## config.mk

```make
export PLATFORM = sky130hd
export DESIGN_NAME = brc_resolve_flat
export DESIGN_NICKNAME = d
export VERILOG_FILES = /design/src/rtl/brc_resolve_if.sv /design/src/rtl/brc_resolve.sv /design/src/flat_wrapper.sv
export SDC_FILE = /design/constraint.sdc
export NUM_CORES = 1
export LEC_CHECK = 0
export CAP_MARGIN = 20
export CORE_MARGIN = 3
export CORE_UTILIZATION = 45
export CTS_CLUSTER_SIZE = 40
export DETAILED_ROUTE_END_ITERATION = 10
export MAX_ROUTING_LAYER = met4
export PLACE_DENSITY = 0.72
export SYNTH_ARGS = -nofsm -noshare
export SYNTH_HDL_FRONTEND = slang
export SYNTH_SLANG_ARGS = --single-unit
```

## constraint.sdc

```tcl
create_clock -name clk -period 3.5 [get_ports clk]
set_clock_uncertainty 0.15 [all_clocks]
set_input_delay 0.875 -clock clk [delete_from_list [all_inputs] [get_ports clk]]
set_output_delay 0.875 -clock clk [all_outputs]
set_load 0.05 [all_outputs]
```

## src/rtl/brc_resolve_if.sv

```systemverilog
// Branch-resolve port bundle: op input handshake, resolve broadcast, redirect handshake
// and the mispredict counter.
interface brc_resolve_if #(
  parameter int unsigned XLEN  = 32,
  parameter int unsigned TAG_W = 5,
  parameter int unsigned CNT_W = 16
);
  logic             in_valid;
  logic             in_ready;
  logic [TAG_W-1:0] in_tag;
  logic [XLEN-1:0]  in_pc;
  logic [XLEN-1:0]  in_rs1;
  logic [XLEN-1:0]  in_imm;
  logic             in_jump;
  logic             in_jalr;
  logic             in_taken;
  logic             in_pred_taken;
  logic [XLEN-1:0]  in_pred_target;

  logic             res_valid;
  logic [TAG_W-1:0] res_tag;
  logic             res_mispredict;
  logic             res_exc;
  logic [XLEN-1:0]  res_link;

  logic             redir_valid;
  logic             redir_ready;
  logic [XLEN-1:0]  redir_pc;

  logic [CNT_W-1:0] mispred_cnt;

  modport master (
    output in_valid, in_tag, in_pc, in_rs1, in_imm, in_jump, in_jalr, in_taken,
           in_pred_taken, in_pred_target, redir_ready,
    input  in_ready, res_valid, res_tag, res_mispredict, res_exc, res_link,
           redir_valid, redir_pc, mispred_cnt
  );

  modport slave (
    input  in_valid, in_tag, in_pc, in_rs1, in_imm, in_jump, in_jalr, in_taken,
           in_pred_taken, in_pred_target, redir_ready,
    output in_ready, res_valid, res_tag, res_mispredict, res_exc, res_link,
           redir_valid, redir_pc, mispred_cnt
  );
endinterface

```

## src/rtl/brc_resolve.sv

```systemverilog
// Branch resolution: computes next PC / link, flags mispredicts and misaligned targets,
// broadcasts a one-cycle result and holds a redirect request until fetch accepts it.
module brc_resolve #(
  parameter int unsigned XLEN  = 32,
  parameter int unsigned TAG_W = 5,
  parameter int unsigned CNT_W = 16
) (
  input  logic         clk,
  input  logic         rst_n,
  input  logic         flush,
  brc_resolve_if.slave bus
);

  typedef enum logic {StIdle, StPend} redir_state_e;

  redir_state_e state_q, state_d;

  logic             s1_valid_q;
  logic [TAG_W-1:0] tag_q;
  logic             mispred_q;
  logic             exc_q;
  logic [XLEN-1:0]  link_q;
  logic [XLEN-1:0]  next_q;
  logic [XLEN-1:0]  redir_pc_q, redir_pc_d;
  logic [CNT_W-1:0] cnt_q, cnt_d;

  logic             capture;
  logic [XLEN-1:0]  link;
  logic [XLEN-1:0]  target;
  logic [XLEN-1:0]  next_pc;
  logic             taken_eff;
  logic             exc;
  logic             mispred;

  assign capture = bus.in_valid && bus.in_ready;

  // Resolve on the input side so s1 holds only finished results.
  always_comb begin
    link = bus.in_pc + XLEN'(4);
    if (bus.in_jalr) begin
      target = (bus.in_rs1 + bus.in_imm) & ~XLEN'(1);
    end else begin
      target = bus.in_pc + bus.in_imm;
    end
    taken_eff = bus.in_jump || bus.in_taken;
    next_pc   = taken_eff ? target : link;
    exc       = taken_eff && target[1];
    // A not-taken op never compares targets: a stale predicted target is harmless.
    mispred   = !exc && ((taken_eff != bus.in_pred_taken) ||
                         (taken_eff && (target != bus.in_pred_target)));
  end

  always_ff @(posedge clk or negedge rst_n) begin
    if (!rst_n) begin
      s1_valid_q <= 1'b0;
      tag_q      <= '0;
      mispred_q  <= 1'b0;
      exc_q      <= 1'b0;
      link_q     <= '0;
      next_q     <= '0;
    end else begin
      s1_valid_q <= capture && !flush;
      if (capture) begin
        tag_q     <= bus.in_tag;
        mispred_q <= mispred;
        exc_q     <= exc;
        link_q    <= link;
        next_q    <= next_pc;
      end
    end
  end

  // Redirect is only raised from idle; younger results arriving while one is pending
  // are on the wrong path and must not disturb the held request.
  always_comb begin
    state_d    = state_q;
    redir_pc_d = redir_pc_q;
    cnt_d      = cnt_q;
    if (flush) begin
      state_d = StIdle;
    end else begin
      unique case (state_q)
        StIdle: begin
          if (s1_valid_q && mispred_q) begin
            state_d    = StPend;
            redir_pc_d = next_q;
          end
        end
        StPend: begin
          if (bus.redir_ready) begin
            state_d = StIdle;
            if (!(&cnt_q)) begin
              cnt_d = cnt_q + CNT_W'(1);
            end
          end
        end
        default: state_d = StIdle;
      endcase
    end
  end

  always_ff @(posedge clk or negedge rst_n) begin
    if (!rst_n) begin
      state_q    <= StIdle;
      redir_pc_q <= '0;
      cnt_q      <= '0;
    end else begin
      state_q    <= state_d;
      redir_pc_q <= redir_pc_d;
      cnt_q      <= cnt_d;
    end
  end

  assign bus.in_ready       = rst_n && (state_q == StIdle);
  assign bus.res_valid      = s1_valid_q && !flush;
  assign bus.res_tag        = tag_q;
  assign bus.res_mispredict = bus.res_valid && mispred_q;
  assign bus.res_exc        = bus.res_valid && exc_q;
  assign bus.res_link       = link_q;
  assign bus.redir_valid    = (state_q == StPend);
  assign bus.redir_pc       = redir_pc_q;
  assign bus.mispred_cnt    = cnt_q;

endmodule
```

## src/flat_wrapper.sv

```systemverilog
// flat-port wrapper written by rule: the top's interface ports become plain ports
module brc_resolve_flat 
#(
  parameter int unsigned XLEN  = 32,
  parameter int unsigned TAG_W = 5,
  parameter int unsigned CNT_W = 16
)
  (clk, rst_n, flush, bus_in_valid, bus_in_tag, bus_in_pc, bus_in_rs1, bus_in_imm, bus_in_jump, bus_in_jalr, bus_in_taken, bus_in_pred_taken, bus_in_pred_target, bus_redir_ready, bus_in_ready, bus_res_valid, bus_res_tag, bus_res_mispredict, bus_res_exc, bus_res_link, bus_redir_valid, bus_redir_pc, bus_mispred_cnt);
  brc_resolve_if #(.XLEN(XLEN), .TAG_W(TAG_W), .CNT_W(CNT_W)) bus_i ();
  input  logic clk;
  input  logic rst_n;
  input  logic flush;
  input wire logic [$bits(bus_i.in_valid)-1:0] bus_in_valid;
  input wire logic [$bits(bus_i.in_tag)-1:0] bus_in_tag;
  input wire logic [$bits(bus_i.in_pc)-1:0] bus_in_pc;
  input wire logic [$bits(bus_i.in_rs1)-1:0] bus_in_rs1;
  input wire logic [$bits(bus_i.in_imm)-1:0] bus_in_imm;
  input wire logic [$bits(bus_i.in_jump)-1:0] bus_in_jump;
  input wire logic [$bits(bus_i.in_jalr)-1:0] bus_in_jalr;
  input wire logic [$bits(bus_i.in_taken)-1:0] bus_in_taken;
  input wire logic [$bits(bus_i.in_pred_taken)-1:0] bus_in_pred_taken;
  input wire logic [$bits(bus_i.in_pred_target)-1:0] bus_in_pred_target;
  input wire logic [$bits(bus_i.redir_ready)-1:0] bus_redir_ready;
  output wire logic [$bits(bus_i.in_ready)-1:0] bus_in_ready;
  output wire logic [$bits(bus_i.res_valid)-1:0] bus_res_valid;
  output wire logic [$bits(bus_i.res_tag)-1:0] bus_res_tag;
  output wire logic [$bits(bus_i.res_mispredict)-1:0] bus_res_mispredict;
  output wire logic [$bits(bus_i.res_exc)-1:0] bus_res_exc;
  output wire logic [$bits(bus_i.res_link)-1:0] bus_res_link;
  output wire logic [$bits(bus_i.redir_valid)-1:0] bus_redir_valid;
  output wire logic [$bits(bus_i.redir_pc)-1:0] bus_redir_pc;
  output wire logic [$bits(bus_i.mispred_cnt)-1:0] bus_mispred_cnt;
  assign bus_i.in_valid = bus_in_valid;
  assign bus_i.in_tag = bus_in_tag;
  assign bus_i.in_pc = bus_in_pc;
  assign bus_i.in_rs1 = bus_in_rs1;
  assign bus_i.in_imm = bus_in_imm;
  assign bus_i.in_jump = bus_in_jump;
  assign bus_i.in_jalr = bus_in_jalr;
  assign bus_i.in_taken = bus_in_taken;
  assign bus_i.in_pred_taken = bus_in_pred_taken;
  assign bus_i.in_pred_target = bus_in_pred_target;
  assign bus_i.redir_ready = bus_redir_ready;
  assign bus_in_ready = bus_i.in_ready;
  assign bus_res_valid = bus_i.res_valid;
  assign bus_res_tag = bus_i.res_tag;
  assign bus_res_mispredict = bus_i.res_mispredict;
  assign bus_res_exc = bus_i.res_exc;
  assign bus_res_link = bus_i.res_link;
  assign bus_redir_valid = bus_i.redir_valid;
  assign bus_redir_pc = bus_i.redir_pc;
  assign bus_mispred_cnt = bus_i.mispred_cnt;
  brc_resolve #(.XLEN(XLEN), .TAG_W(TAG_W), .CNT_W(CNT_W)) u_core (.clk(clk), .rst_n(rst_n), .flush(flush), .bus(bus_i));
endmodule
```

# ---- Word level (Yosys, flattened, before mapping)
# Cells that the tools add are included.
dict set report op_classes {
  reduce_logical 17
  n_addsub 4
  n_eq_ne 2
  muxes 6
  bitwise 3
}
# op n
set op_table {}
lappend op_table {{$add 32x32->32} 2}
lappend op_table {{$mux 32} 2}
lappend op_table {{$add 32x3->32 const B} 1}
lappend op_table {{$ne 32x32->1} 1}
lappend op_table {{$add 16x1->16 const B} 1}
lappend op_table {{$reduce_and 16->1} 1}
lappend op_table {{$logic_and 1x1->1} 10}
lappend op_table {{$reduce_and 4->1} 1}
lappend op_table {{$mux 1} 3}
lappend op_table {{$not 1->1} 3}
lappend op_table {{$reduce_and 3->1} 1}
lappend op_table {{$logic_not 1->1} 2}
lappend op_table {{$logic_or 1x1->1} 2}
lappend op_table {{$pmux 1 s2} 1}
lappend op_table {{$ne 1x1->1} 1}
dict set report word_totals {
  elab_cells 41
  regBits 121
  output_inout_bits 90
  in_bits 142
}

# ---- Logic depth before layout (Yosys ltp)
# Gate-level depths: netlist of run 1.
dict set report depth {
  word_depth 6
  depth_mapped 13
  mapped_depth_nobuf 13
}

# ---- Worst setup path before layout of run 1
# Ideal clock, no wire load.
dict set report synth_path {
  path_kind {input to register}
  startpoint {in bus_in_imm[0]}
  endpoint {reg u_core.mispred_q}
  setup_time_ps 125
  n_path_buf 0
  setup_slack_ps -312
  required_time_ps 3225
  cell_stages 13
  arrival_time_ps 3537
  cell_sequence {and2_1 fa_1 a21o_1 a211o_1 a211oi_1 o311ai_1 nor3_2 o22ai_1 a2111o_1 nor4_1 nand4_1 nor4_1 nor2_1}
}
dict set report synth_via {
  elab_chain_len 6
  elab_cells_between_ends 9
  classes_between {add/sub: 2; eq/ne: 1; mux: 1; reduce/logical: 5}
}
# item line_no
set synth_lines {}
lappend synth_lines {{from (decl)} flat_wrapper.sv:17} ;# input wire logic [$bits(bus_i.in_imm)-1:0] bus_in_imm;
lappend synth_lines {{$add 32x32->32 (on tied branches)} {brc_resolve.sv:43, brc_resolve.sv:41}}
lappend synth_lines {{$mux 32 *} brc_resolve.sv:40} ;# if (bus.in_jalr) begin
lappend synth_lines {{$ne 32x32->1} brc_resolve.sv:50} ;# (taken_eff && (target != bus.in_pred_target)));
lappend synth_lines {{$logic_and 1x1->1} brc_resolve.sv:50}
lappend synth_lines {{$logic_or 1x1->1} brc_resolve.sv:49} ;# mispred = !exc && ((taken_eff != bus.in_pred_taken) ||
lappend synth_lines {{$logic_and 1x1->1 *} brc_resolve.sv:49}
lappend synth_lines {{to (signal assigned)} brc_resolve.sv:65} ;# mispred_q <= mispred;
lappend synth_lines {{to (decl)} brc_resolve.sv:20} ;# logic mispred_q;
# Mark *: on every way between the ends. The rest lies on a longest branch, timed or not.
# A chain may end at the register's enable or synchronous reset.

# ---- Worst setup path after layout of run 1
dict set report layout_path {
  startpoint {in bus_in_rs1[0]}
  endpoint {reg u_core.mispred_q}
}
dict set report layout_via {
  elab_chain_len 6
  elab_cells_between_ends 8
  classes_between {add/sub: 1; eq/ne: 1; mux: 1; reduce/logical: 5}
}
# item line_no
set layout_lines {}
lappend layout_lines {{from (decl)} flat_wrapper.sv:16} ;# input wire logic [$bits(bus_i.in_rs1)-1:0] bus_in_rs1;
lappend layout_lines {{$add 32x32->32 *} brc_resolve.sv:41} ;# target = (bus.in_rs1 + bus.in_imm) & ~XLEN'(1);
lappend layout_lines {{$mux 32 *} brc_resolve.sv:40}
lappend layout_lines {{$ne 32x32->1} brc_resolve.sv:50}
lappend layout_lines {{$logic_and 1x1->1} brc_resolve.sv:50}
lappend layout_lines {{$logic_or 1x1->1} brc_resolve.sv:49}
lappend layout_lines {{$logic_and 1x1->1 *} brc_resolve.sv:49}
# Marks and branches as above.

==> results of run 1 <==
[logic make-up (layout without fill, tap and decap cells)]
| group | count (synthesis) | count (layout) | share of synthesized area (%) |
|---|---|---|---|
| AO/OA/AOI/OAI | 325 | 325 | 21.5 |
| AND/OR/NAND/NOR | 508 | 508 | 23.2 |
| other | 0 | 1 | 0 |
| adder cells (fa/ha/maj) | 65 | 65 | 7.83 |
| multiplexers | 58 | 58 | 5.96 |
| buffers and inverters | 79 | 638 | 3.60 |
| XOR/XNOR | 108 | 108 | 9.34 |
| flip-flops | 121 | 121 | 28.6 |
[metrics by stage]
step / area (sq um) / setup WS [ns]
after CTS: 17100 / -0.377
after floorplan: 10600 / -0.186
after global routing: 17700 / -0.439
after global placement: 15500 / -1.19
after detailed placement: 15500 / -1.27
final: 17700 / -0.314
[critical path, stage by stage]
cell and delay, ns:
buf_6 0.09, and2_4 0.15, fa_2 0.37, a21o_4 0.24, a211o_4 0.37, a211oi_2 0.22
o311ai_2 0.16, nor3_4 0.27, o22ai_1 0.11, a2111o_1 0.36, nor4_2 0.22, buf_4 0.14
nand4_1 0.11, nor4_2 0.20, nor2_1 0.06
[power breakdown]
| part | leakage (nW) | internal [W] | switching (W) | total [W] |
|---|---|---|---|---|
| clock network | 0.314 | 0.00124 | 0.000650 | 0.00189 |
| logic | 6.00 | 0.00170 | 0.00213 | 0.00383 |
| registers | 1.54 | 0.00169 | 0.000177 | 0.00187 |
[what timing repair did]
action | 4_1_cts | 5_1_grt
pin swaps | 70 | 76
hold buffers | 0 | 0
buffers inserted | 20 | 13
gates resized for setup | 207 | 138
setup endpoints to repair | 21 | 16
[flip-flops by register name, indices dropped and copies added (netlist names)]
signal and flops:
u_core.mispred_q 1, u_core.bus.redir_valid 1, u_core.bus.mispred_cnt 16, u_core.s1_valid_q 1
u_core.bus.res_link 32, u_core.bus.redir_pc 32, u_core.exc_q 1, u_core.next_q 32
u_core.bus.res_tag 5
[synth_stat cells (6+ instances only)]
master / count / area share, %
xor2_1: 46 / 3.8
mux2i_1: 18 / 1.7
nand2_1: 191 / 6.8
mux2_2: 40 / 4.3
and4_1: 8 / 0.66
or3_1: 6 / 0.35
and2_1: 14 / 0.83
buf_2: 6 / 0.28
o21a_1: 14 / 0.99
a21oi_1: 83 / 3.9
buf_6: 8 / 0.85
a211o_1: 6 / 0.50
nor3b_1: 7 / 0.50
and3_1: 30 / 1.8
nor2b_1: 13 / 0.77
o31ai_1: 7 / 0.50
dfrtp_1: 121 / 29
clkbuf_1: 38 / 1.3
xnor2_1: 59 / 4.9
nand4_1: 26 / 1.5
nor3_1: 33 / 1.6
o211ai_1: 12 / 0.85
nand3_1: 45 / 2.1
o21ai_0: 65 / 3.1
o2111ai_1: 6 / 0.50
or2_2: 7 / 0.41
buf_1: 6 / 0.21
a21o_1: 22 / 1.6
ha_1: 63 / 7.5
inv_1: 16 / 0.57
o21bai_1: 8 / 0.57
nor4_1: 12 / 0.71
nor2_1: 89 / 3.2
nand2b_1: 8 / 0.47
a211oi_1: 20 / 1.4
[worst paths after layout]
check	startpoint	end	slack, ns	cells after the start
setup / recovery	bus_in_rs1[0]	u_core.mispred_q	-0.31	15
hold / removal	u_core.bus.res_tag[2]	u_core.bus.res_tag[2]	0.33	2
setup reg to reg	u_core.bus.redir_valid	u_core.mispred_q	0.88	11
hold reg to reg	u_core.bus.res_tag[2]	u_core.bus.res_tag[2]	0.33	2
max in group asynchronous	rst_n	u_core.bus.mispred_cnt[5]	1.39	3
min in group asynchronous	rst_n	u_core.bus.res_tag[0]	0.44	2
[metal layers]
layer	track usage, %	share of wire (%)	up-vias	wire length, um
met5	-	0	-	0
met4	9.31	3.0	0	1240
met3	3.30	6.5	80	2620
met2	49.1	46	519	18600
met1	43.4	45	5758	18200
li1	-	-	5747	-
[area by class of cell]
type	count	area, sq um
Multi-Input combinational cell	1064	8540
Fill cell	1593	5110
Timing Repair Buffer	589	5060
Sequential cell	121	3030
Clock buffer	19	453
Tap cell	313	392
Clock inverter	13	194
Inverter	17	63.8
Antenna cell	1	2.50
==> results.cfg, run 1 <==
[timing]
maxSlewHeadroom_pct = 38.1
max_freq_ghz = 0.262
layout_setup_ws_ns = -0.314
fin_setup_tns_ns = -0.609
drv_slew = 0
timing.hold.ws_ns = 0.325
period_needed_ns = 3.81
fin_crit_sh_pct = 109
worstMarginPinSlew_ns = 0.928
finalHoldViolations = 0
setup_viol = 3
rsz0062_at_grt = yes

[clock_network]
h-tree-depth = 4
clockRootBuffer = clkbuf_16
clk_pin_slew_ns = 0.06
cts_made_buffers = 17
insertion_delay_ns = 0.41
cts.sinks = 121
clk_path_buf_depth = 2
cts_tree = yes

[die]
placementRows = 55
die_area_sq_um = 25400
io_pins = 232
die_h_um = 159
die_x_um = 159
initial_utilization_pct = 46.3
coreArea_sq_um = 22800

[routing]
routed_wl_um = 40700
drtAntennaViolNets = 0
drtIter0Drc = 943
first_pass_iters = 5
viasPerCell = 5.66
vias = 12100
drc = 0
wl_per_cell_um = 19.0

[power]
peakVddDrop_v = 0.000403
power_w = 0.00759
leakagePower_nw = 7.85
p_per_area_nw_per_um2 = 428

[yosys]
synthFlopType = dfrtp_1
synth_seq_area_share_pct = 28.6
syn-num-nets = 1471
synth_cell_types = 91
yosys_warnings = 0
synthArstFlopShare_pct = 100
syn_area_per_cell_sq_um = 8.37
synth-seq-cells = 121
netlist_area_sq_um = 10600
synthCells = 1264
synth_edf_count = 0

[critical_path]
crit_type = primary input to flip-flop
critical_path.startpoint_type = primary input
crit_fanout = 5
cp-end-kind = flip-flop
arrival_ns = 3.96
cp.required_ns = 3.64

[outcome]
violations = negative setup slack
outcome = complete, but fails checks

[global_route]
grt.overflow.total = 0
grt_usage_pct = 31.4
antenna_found_initial = 1
grt_max_degree = 107
grt_pass1_vias = 11700
grt_first_pass_wirelength_um = 62300

[cells_and_area]
utilization_pct = 77.6
final_layout_size_suffix_gt1_share_pct = 36.4
synthToLayoutAreaGrowth_pct = 67.7
nNetsFinal = 2017
final_common_cell = buf_4
layout_common_cells = buf_4, nand2_1, clkdlybuf4s50_1, dfrtp_1, nor2_1
instances_no_fill = 2137

[hold_path]
hold_path_class = flip-flop to flip-flop

[placement]
portBuffers = 231
place.gp.congestion = 0.965
dpl.cell_count = 2071
dp_hpwl_um = 31000

[flow_run]
maxCapViolations = 0
No activity file was read; power rests on OpenSTA's default activity.
==> inputs of run 2 (changes only) <==
--- a/config.mk
+++ b/config.mk
@@ -10,8 +10,9 @@
 export CORE_UTILIZATION = 45
 export CTS_CLUSTER_SIZE = 40
 export DETAILED_ROUTE_END_ITERATION = 10
+export DONT_BUFFER_PORTS = 1
 export MAX_ROUTING_LAYER = met4
-export PLACE_DENSITY = 0.72
+export SLEW_MARGIN = 30
 export SYNTH_ARGS = -nofsm -noshare
 export SYNTH_HDL_FRONTEND = slang
 export SYNTH_SLANG_ARGS = --single-unit
==> results.cfg, run 2 (synthesized netlist as in run 1, its figures left out) <==
[global_route]
grt_pass1_vias = 9910
grt.overflow.total = 0
antenna_found_initial = 0
grt_first_pass_wirelength_um = 54900
grt_usage_pct = 27.8
grt_max_degree = 123

[critical_path]
crit_fanout = 4
arrival_ns = 3.84
path_cells = and2_4 > fa_2 > a21o_4 > a211o_1 > buf_4 > a211oi_2 > o311ai_2 > nor3_2 > o22ai_1 > a2111o_1 > nor4_4 > nand4_1 > nor4_2 > nor2_1
critical_path.startpoint_type = primary input
cp-end-kind = flip-flop
slowest_stage = fa_2
cp.required_ns = 3.63
crit_type = primary input to flip-flop
slowest_delay_ns = 0.36

[outcome]
outcome = complete, but fails checks
violations = negative setup slack

[hold_path]
hold_path_class = primary input to async pin

[timing]
timing.hold.ws_ns = 0.0253
fin_crit_sh_pct = 106
max_freq_ghz = 0.269
period_needed_ns = 3.71
fin_setup_tns_ns = -0.212
drv_slew = 0
setup_viol = 1
worstMarginPinSlew_ns = 0.726
layout_setup_ws_ns = -0.212
finalHoldViolations = 0
rsz0062_at_grt = yes
maxSlewHeadroom_pct = 51.0

[routing]
drc = 0
routed_wl_um = 35400
viasPerCell = 5.68
first_pass_iters = 5
drtAntennaViolNets = 0
drtIter0Drc = 602
wl_per_cell_um = 19.5
vias = 10300

[clock_network]
h-tree-depth = 4
clockRootBuffer = clkbuf_16
clk_path_buf_depth = 2
cts_made_buffers = 17
cts_tree = yes
cts.sinks = 121
clk_pin_slew_ns = 0.05
insertion_delay_ns = 0.40

[die]
initial_utilization_pct = 46.3
die_x_um = 159
die_area_sq_um = 25400
placementRows = 55
coreArea_sq_um = 22800
io_pins = 232
die_h_um = 159

[power]
leakagePower_nw = 6.16
peakVddDrop_v = 0.000430
p_per_area_nw_per_um2 = 471
power_w = 0.00632

[placement]
place.gp.congestion = 0.965
portBuffers = 0
dp_hpwl_um = 29000
place_area_sq_um = 12600

[cells_and_area]
final_common_cell = buf_4
nNetsFinal = 1691
utilization_pct = 58.7
layout_common_cells = buf_4, nand2_1, dfrtp_1, nor2_1, a21oi_1
synthToLayoutAreaGrowth_pct = 26.8
final_layout_size_suffix_gt1_share_pct = 27.1
fin_area_sq_um = 13400
n_antenna_cell = 0

[flow_run]
maxCapViolations = 0
-- run 2: timing repair --
item,in CTS,in global routing
pin swaps,12,12
buffers inserted,2,2
hold buffers,0,2
endpoints found under the setup margin,2,7
endpoints found under the hold margin,0,22
resized for setup,14,19
-- run 2: layer usage --
metal | vias up | wire [um] | track usage [%]
li1 | 5057 | - | -
met1 | 4861 | 16500 | 37.7
met2 | 327 | 15600 | 41.9
met3 | 34 | 2660 | 7.49
met4 | 0 | 603 | 5.77
met5 | - | 0 | -
-- run 2: power breakdown --
part / internal [W] / switching, W
Combinational: 0.000996 / 0.000967
Sequential: 0.00167 / 0.000954
Clock: 0.00115 / 0.000586
Total: 0.00382 / 0.00251
-- run 2: per-stage QoR --
step	cells	worst slack, ns
floorplan	1264	-0.186
global placement	1773	-0.847
detailed placement	1773	-0.974
CTS	1805	-0.283
global route	1809	-0.349
finish	1809	-0.212
-- run 2: worst max-delay path, delay by kind of cell --
family / cells / cell delay (ns)
adder cells (fa/ha/maj): 1 / 0.36
buffers and inverters: 1 / 0.17
AND/OR/NAND/NOR: 6 / 1.06
AO/OA/AOI/OAI: 6 / 1.36
-- run 2: path summary, 6_finish.rpt --
| check | start | to | slack, ns | cells after the start |
|---|---|---|---|---|
| worst max-delay path | bus_in_imm[0] | u_core.mispred_q | -0.21 | 14 |
| worst min-delay path | rst_n | u_core.bus.redir_pc[7] | 0.03 | 0 |
| worst max register to register | u_core.bus.mispred_cnt[10] | u_core.bus.mispred_cnt[15] | 0.56 | 9 |
| worst min register to register | u_core.next_q[4] | u_core.next_q[4] | 0.31 | 2 |
| max in group asynchronous | rst_n | u_core.next_q[0] | 2.42 | 1 |
| min in group clk | u_core.next_q[4] | u_core.next_q[4] | 0.31 | 2 |
-- run 2: final cells by class --
| type | instances | area, sq um |
|---|---|---|
| fillers | 2177 | 9430 |
| clock buffers | 22 | 464 |
| well taps | 313 | 392 |
| flip-flops and latches | 121 | 3030 |
| repair buffers | 263 | 1990 |
| multi-input cells | 1064 | 7350 |
| inverters | 17 | 63.8 |
| clock inverters | 9 | 123 |
==> inputs of run 3 (changes only) <==
--- a/config.mk
+++ b/config.mk
@@ -8,6 +8,7 @@
 export CAP_MARGIN = 20
 export CORE_MARGIN = 3
 export CORE_UTILIZATION = 45
+export CTS_CLUSTER_DIAMETER = 100
 export CTS_CLUSTER_SIZE = 40
 export DETAILED_ROUTE_END_ITERATION = 10
 export DONT_BUFFER_PORTS = 1
==> results of run 3 <==
No change in the layout: final DEF, timing and power equal those of run 2.
